**src/rtl/dram_byte_write_ctrl.sv**
```systemverilog
// dram_byte_write_ctrl: read-merge-write controller for one way of the cache data RAM.
// Optional macro DRAM_FULL_WORD_BYPASS_EN: full-word write hits skip the read via a WR state.
module dram_byte_write_ctrl #(
  parameter int          AWIDTH    = 3,
  parameter int          DWIDTH    = 32,
  parameter logic [15:0] STAT_INIT = 16'h0000  // reset value of the write-hit counter
) (
  input  logic                  clock,
  input  logic                  reset_n,
  input  logic                  req_valid,
  output logic                  req_ready,
  input  logic                  req_we,
  input  logic                  req_hit,
  input  logic [AWIDTH-1:0]     req_addr,
  input  logic [DWIDTH-1:0]     req_wdata,
  input  logic [DWIDTH/8-1:0]   req_be,
  output logic                  resp_valid,
  input  logic                  resp_ready,
  output logic [DWIDTH-1:0]     resp_data,
  output logic                  resp_miss,
  output logic [AWIDTH-1:0]     ram_addr,
  output logic                  ram_we,
  output logic [DWIDTH-1:0]     ram_din,
  input  logic [DWIDTH-1:0]     ram_dout,
  output logic [15:0]           stat_wr_hits
);

  localparam int BWIDTH = DWIDTH / 8;

`ifdef DRAM_FULL_WORD_BYPASS_EN
  typedef enum logic [2:0] {IDLE, RD, MRG, RESP, WR} state_t;
`else
  typedef enum logic [1:0] {IDLE, RD, MRG, RESP} state_t;
`endif

  state_t              state_reg, state_next;
  logic                we_reg;
  logic [AWIDTH-1:0]   addr_reg;
  logic [DWIDTH-1:0]   wdata_reg;
  logic [BWIDTH-1:0]   be_reg;
  logic [DWIDTH-1:0]   resp_data_reg;
  logic                resp_miss_reg;
  logic [15:0]         stat_reg;
  logic [DWIDTH-1:0]   merged;
  logic                cnt_inc;
  logic                accept;
  logic                wr_hit;

  assign accept = req_valid && (state_reg == IDLE);
  assign wr_hit = we_reg && (be_reg != '0);

  genvar gi;
  generate
    for (gi = 0; gi < BWIDTH; gi++) begin : g_lane
      assign merged[8*gi +: 8] = be_reg[gi] ? wdata_reg[8*gi +: 8] : ram_dout[8*gi +: 8];
    end
  endgenerate

  always_comb begin
    state_next = state_reg;
    ram_we     = 1'b0;
    ram_din    = '0;
    ram_addr   = addr_reg;
    cnt_inc    = 1'b0;
    case (state_reg)
      IDLE: begin
        ram_addr = '0;
        if (req_valid) begin
          if (!req_hit)
            state_next = RESP;
`ifdef DRAM_FULL_WORD_BYPASS_EN
          else if (req_we && (&req_be))
            state_next = WR;
`endif
          else
            state_next = RD;
        end
      end
      RD: state_next = MRG;
      MRG: begin
        // ram_dout now holds the word addressed during RD
        if (wr_hit) begin
          ram_we  = 1'b1;
          ram_din = merged;
          cnt_inc = 1'b1;
        end
        state_next = RESP;
      end
`ifdef DRAM_FULL_WORD_BYPASS_EN
      WR: begin
        ram_we     = 1'b1;
        ram_din    = wdata_reg;
        cnt_inc    = 1'b1;
        state_next = RESP;
      end
`endif
      RESP: if (resp_ready) state_next = IDLE;
      default: state_next = IDLE;
    endcase
  end

  always_ff @(posedge clock or negedge reset_n) begin
    if (!reset_n) begin
      state_reg     <= IDLE;
      we_reg        <= 1'b0;
      addr_reg      <= '0;
      wdata_reg     <= '0;
      be_reg        <= '0;
      resp_data_reg <= '0;
      resp_miss_reg <= 1'b0;
      stat_reg      <= STAT_INIT;
    end else begin
      state_reg <= state_next;
      if (accept) begin
        we_reg        <= req_we;
        addr_reg      <= req_addr;
        wdata_reg     <= req_wdata;
        be_reg        <= req_be;
        resp_data_reg <= '0;
        resp_miss_reg <= !req_hit;
      end
      if (state_reg == MRG)
        resp_data_reg <= wr_hit ? merged : ram_dout;
`ifdef DRAM_FULL_WORD_BYPASS_EN
      if (state_reg == WR)
        resp_data_reg <= wdata_reg;
`endif
      if (cnt_inc && (stat_reg != 16'hFFFF))
        stat_reg <= stat_reg + 16'd1;
    end
  end

  assign req_ready    = (state_reg == IDLE);
  assign resp_valid   = (state_reg == RESP);
  assign resp_data    = resp_data_reg;
  assign resp_miss    = resp_miss_reg;
  assign stat_wr_hits = stat_reg;

endmodule

```
**config.mk**
```make
export PLATFORM = sky130hd
export DESIGN_NAME = dram_byte_write_ctrl
export DESIGN_NICKNAME = d
export VERILOG_FILES = /design/src/rtl/dram_byte_write_ctrl.sv
export SDC_FILE = /design/constraint.sdc
export NUM_CORES = 1
export LEC_CHECK = 0
export ABC_CLOCK_PERIOD_IN_PS = 3200
export CORE_ASPECT_RATIO = 0.6
export CORE_MARGIN = 2
export CORE_UTILIZATION = 45
export DETAILED_ROUTE_END_ITERATION = 10
export DONT_BUFFER_PORTS = 1
export PLACE_DENSITY_LB_ADDON = 0.2
export SYNTH_ARGS = -nofsm -noshare
export SYNTH_HDL_FRONTEND = slang
export SYNTH_SLANG_ARGS = --single-unit
```
**constraint.sdc**
```tcl
create_clock -name clock -period 3.2 [get_ports clock]
set_clock_uncertainty 0.15 [all_clocks]
set_input_delay 0.16 -clock clock [delete_from_list [all_inputs] [get_ports clock]]
set_output_delay 0.16 -clock clock [all_outputs]
set_load 0.01 [all_outputs]
```
==> out/metrics.yaml <==
drive_gt1_share_pct: 17.0
core_sq_um: 9120
wl_per_cell_um: 20.8
yosys.cell_types.count: 30
crit_path_start_kind: "register"
post-cts-setup-buffers: 0
antenna_found_initial: 0
grt_pass1_wl_um: 16800
cts-root-buf: "clkbuf_16"
globalplace.congestion: 0.768
io_buffers: 0
rsz0062_at_grt: "false"
cts_resized: 0
critPathArrivalTime_ns: 2.61
dr.pass1.iters: 4
synth_fa_ha_area_share_pct: 1.19
synth_top_family_by_area: "multiplexers"
die_w_um: 129
post-place-ws_ns: 0.878
area_growth_pct: 27.2
slew_viol_final: 0
fmax_ghz: 0.401
clock_path_buffers: 2
cts_hold_buf: 78
fin_area_sq_um: 5330
worstReg2RegStart: "state_reg[1]"
status: "complete, no violations"
worstSetupPathType: "reg2reg"
startpoint: "state_reg[1]"
r2r_slack_ns: 0.71
setup_viol: 0
dp_hpwl_um: 6770
vias_per_cell: 5.79
cts_made_buffers: 9
end_kind: "register"
grt_max_degree: 92
layout_common_cells: "dfrtp_1, dlygate4sd3_1, mux2_2, nor2_1"
crit_fanout: 13
syn-num-nets: 408
path_clk_slew_ns: 0.06
hp-class: "in2reg"
clock-sinks: 91
final_nets: 479
synthXorXnorAreaFrac_pct: 2.30
gr-total-overflow: 0
vdd_drop_max_uv: 501
drc: 0
cts_tree: "done"
crit_end: "state_reg[1]"
synth_compound_area_share_pct: 9.50
rows: 27
start_util_pct: 45.9
syn_area_sq_um: 4190
cap_violations: 0
ys_seq_area_share_pct: 54.4
insertion_delay_ns: 0.33
drt_first_iter_violations: 163
dieArea_sq_um: 10100
fin_ws_ns: 0.707
r2r-end: "state_reg[1]"
die_h_um: 78.7
yosys_register_bits: 91
min_period_ns: 2.49
syn_area_per_cell_sq_um: 12.8
cts.htree.levels: 3
synth_warnings: 0
fin_hold_ws_ns: 0.0972
vias: 2993
num_io_pins: 164
p_leak_uw: 0.00239
netlist_instances: 327
p_per_area_nw_per_um2: 926
yosys.area_share.simple_pct: 9.05
wirelength_um: 10800
ant_nets: 0
required_ns: 3.32
placed_area_sq_um: 4220
reg2reg_depth: 7
first_global_vias: 3248
tightest_slew_ns: 1.06
tns_ns: 0
period_share_pct: 77.9
antenna_cells: 0
final_common_cell: "dfrtp_1"
slew_headroom_pct: 29.2
hold_viol: 0
synth_mux_area_share_pct: 19.5
track_usage_pct: 21.6
-- Yosys cell counts --
cell      instances  area (sq um)
nor3b_1           4          30.0
o21ai_0           5          25.0
o41a_4            1          21.3
and4_1            2          17.5
nor2_1           36           135
buf_6             4          45.0
ha_1              4          50.1
and3_1            2          12.5
and4bb_2          1          12.5
clkbuf_1         10          37.5
xnor2_1           1          8.76
inv_1             6          22.5
buf_8             3          45.0
nor2b_1           5          31.3
mux2_2           44           495
buf_2             3          15.0
mux2i_1          32           320
o22ai_1           1          6.26
o32a_1            1          10.0
a21oi_1           3          15.0
nand3_1           4          20.0
a221o_1          32           320
dfrtp_1          91          2280
nor3_1            4          20.0
nand2_1           8          30.0
buf_4             1          7.51
xor2_1           10          87.6
nand2_8           1          20.0
nand4_1           5          31.3
nor4_1            3          18.8
-- logic make-up (layout without fill, tap and decap cells) --
kind of cell / count (synthesis) / after routing
flops: 91 / 91
mux: 76 / 76
simple gates: 75 / 75
compound gates: 43 / 43
buf+inv: 27 / 101
xor+xnor: 11 / 11
fa+ha+maj: 4 / 4
-- worst min-delay path by stage --
| stage | start | to | slack (ns) | depth (start not counted) |
|---|---|---|---|---|
| floorplan | reset_n | addr_reg[0] | -0.29 | 0 |
| global placement | reset_n | stat_wr_hits[6] | -0.28 | 0 |
| detailed placement | reset_n | stat_wr_hits[9] | -0.28 | 0 |
| CTS | req_valid | resp_miss | 0.09 | 2 |
| global route | ram_dout[2] | resp_data[2] | 0.13 | 3 |
| finish | req_valid | resp_miss | 0.1 | 2 |
-- layer usage --
metal  vias to the layer above  global-route usage (%)  part of all wire (%)
li1                       1343                       -                     -
met1                      1514                    28.4                    44
met2                       130                    35.2                    47
met3                         6                    7.08                   7.9
met4                         0                    5.11                  0.55
met5                         -                       0                     0
-- area by class of cell --
cell class | count | area (sq um)
fillers | 731 | 3790
flip-flops and latches | 91 | 2280
multi-input cells | 209 | 1760
repair buffers | 81 | 821
clock buffers | 9 | 225
well taps | 116 | 145
clock inverters | 5 | 80.1
inverters | 6 | 22.5
-- critical path, stage by stage, from the launching register on --
cell and delay, ns:
dfrtp_1 0.40, inv_1 0.08, ha_1 0.50, nand2_2 0.34
nor2_1 0.22, a21oi_1 0.06, o22ai_1 0.12, dlygate4sd3_1 0.56
-- report_power, final --
| group | leakage, uW | total [uW] | switching, uW | internal, uW |
|---|---|---|---|---|
| Clock | 0.000143 | 1100 | 426 | 674 |
| Combinational | 0.00110 | 1670 | 801 | 872 |
| Sequential | 0.00114 | 2160 | 533 | 1630 |
| Total | 0.00239 | 4930 | 1760 | 3170 |
-- through the flow --
step | total power (uW) | instances | util (%)
finish | 4930 | 517 | 58.4
global route | 5240 | 517 | 58.4
CTS | 4950 | 517 | 58.4
detailed placement | 3700 | 425 | 46.3
global placement | 3640 | 425 | 46.3
floorplan | 3400 | 327 | -
Note: power is estimated with default switching activity, not from simulation.
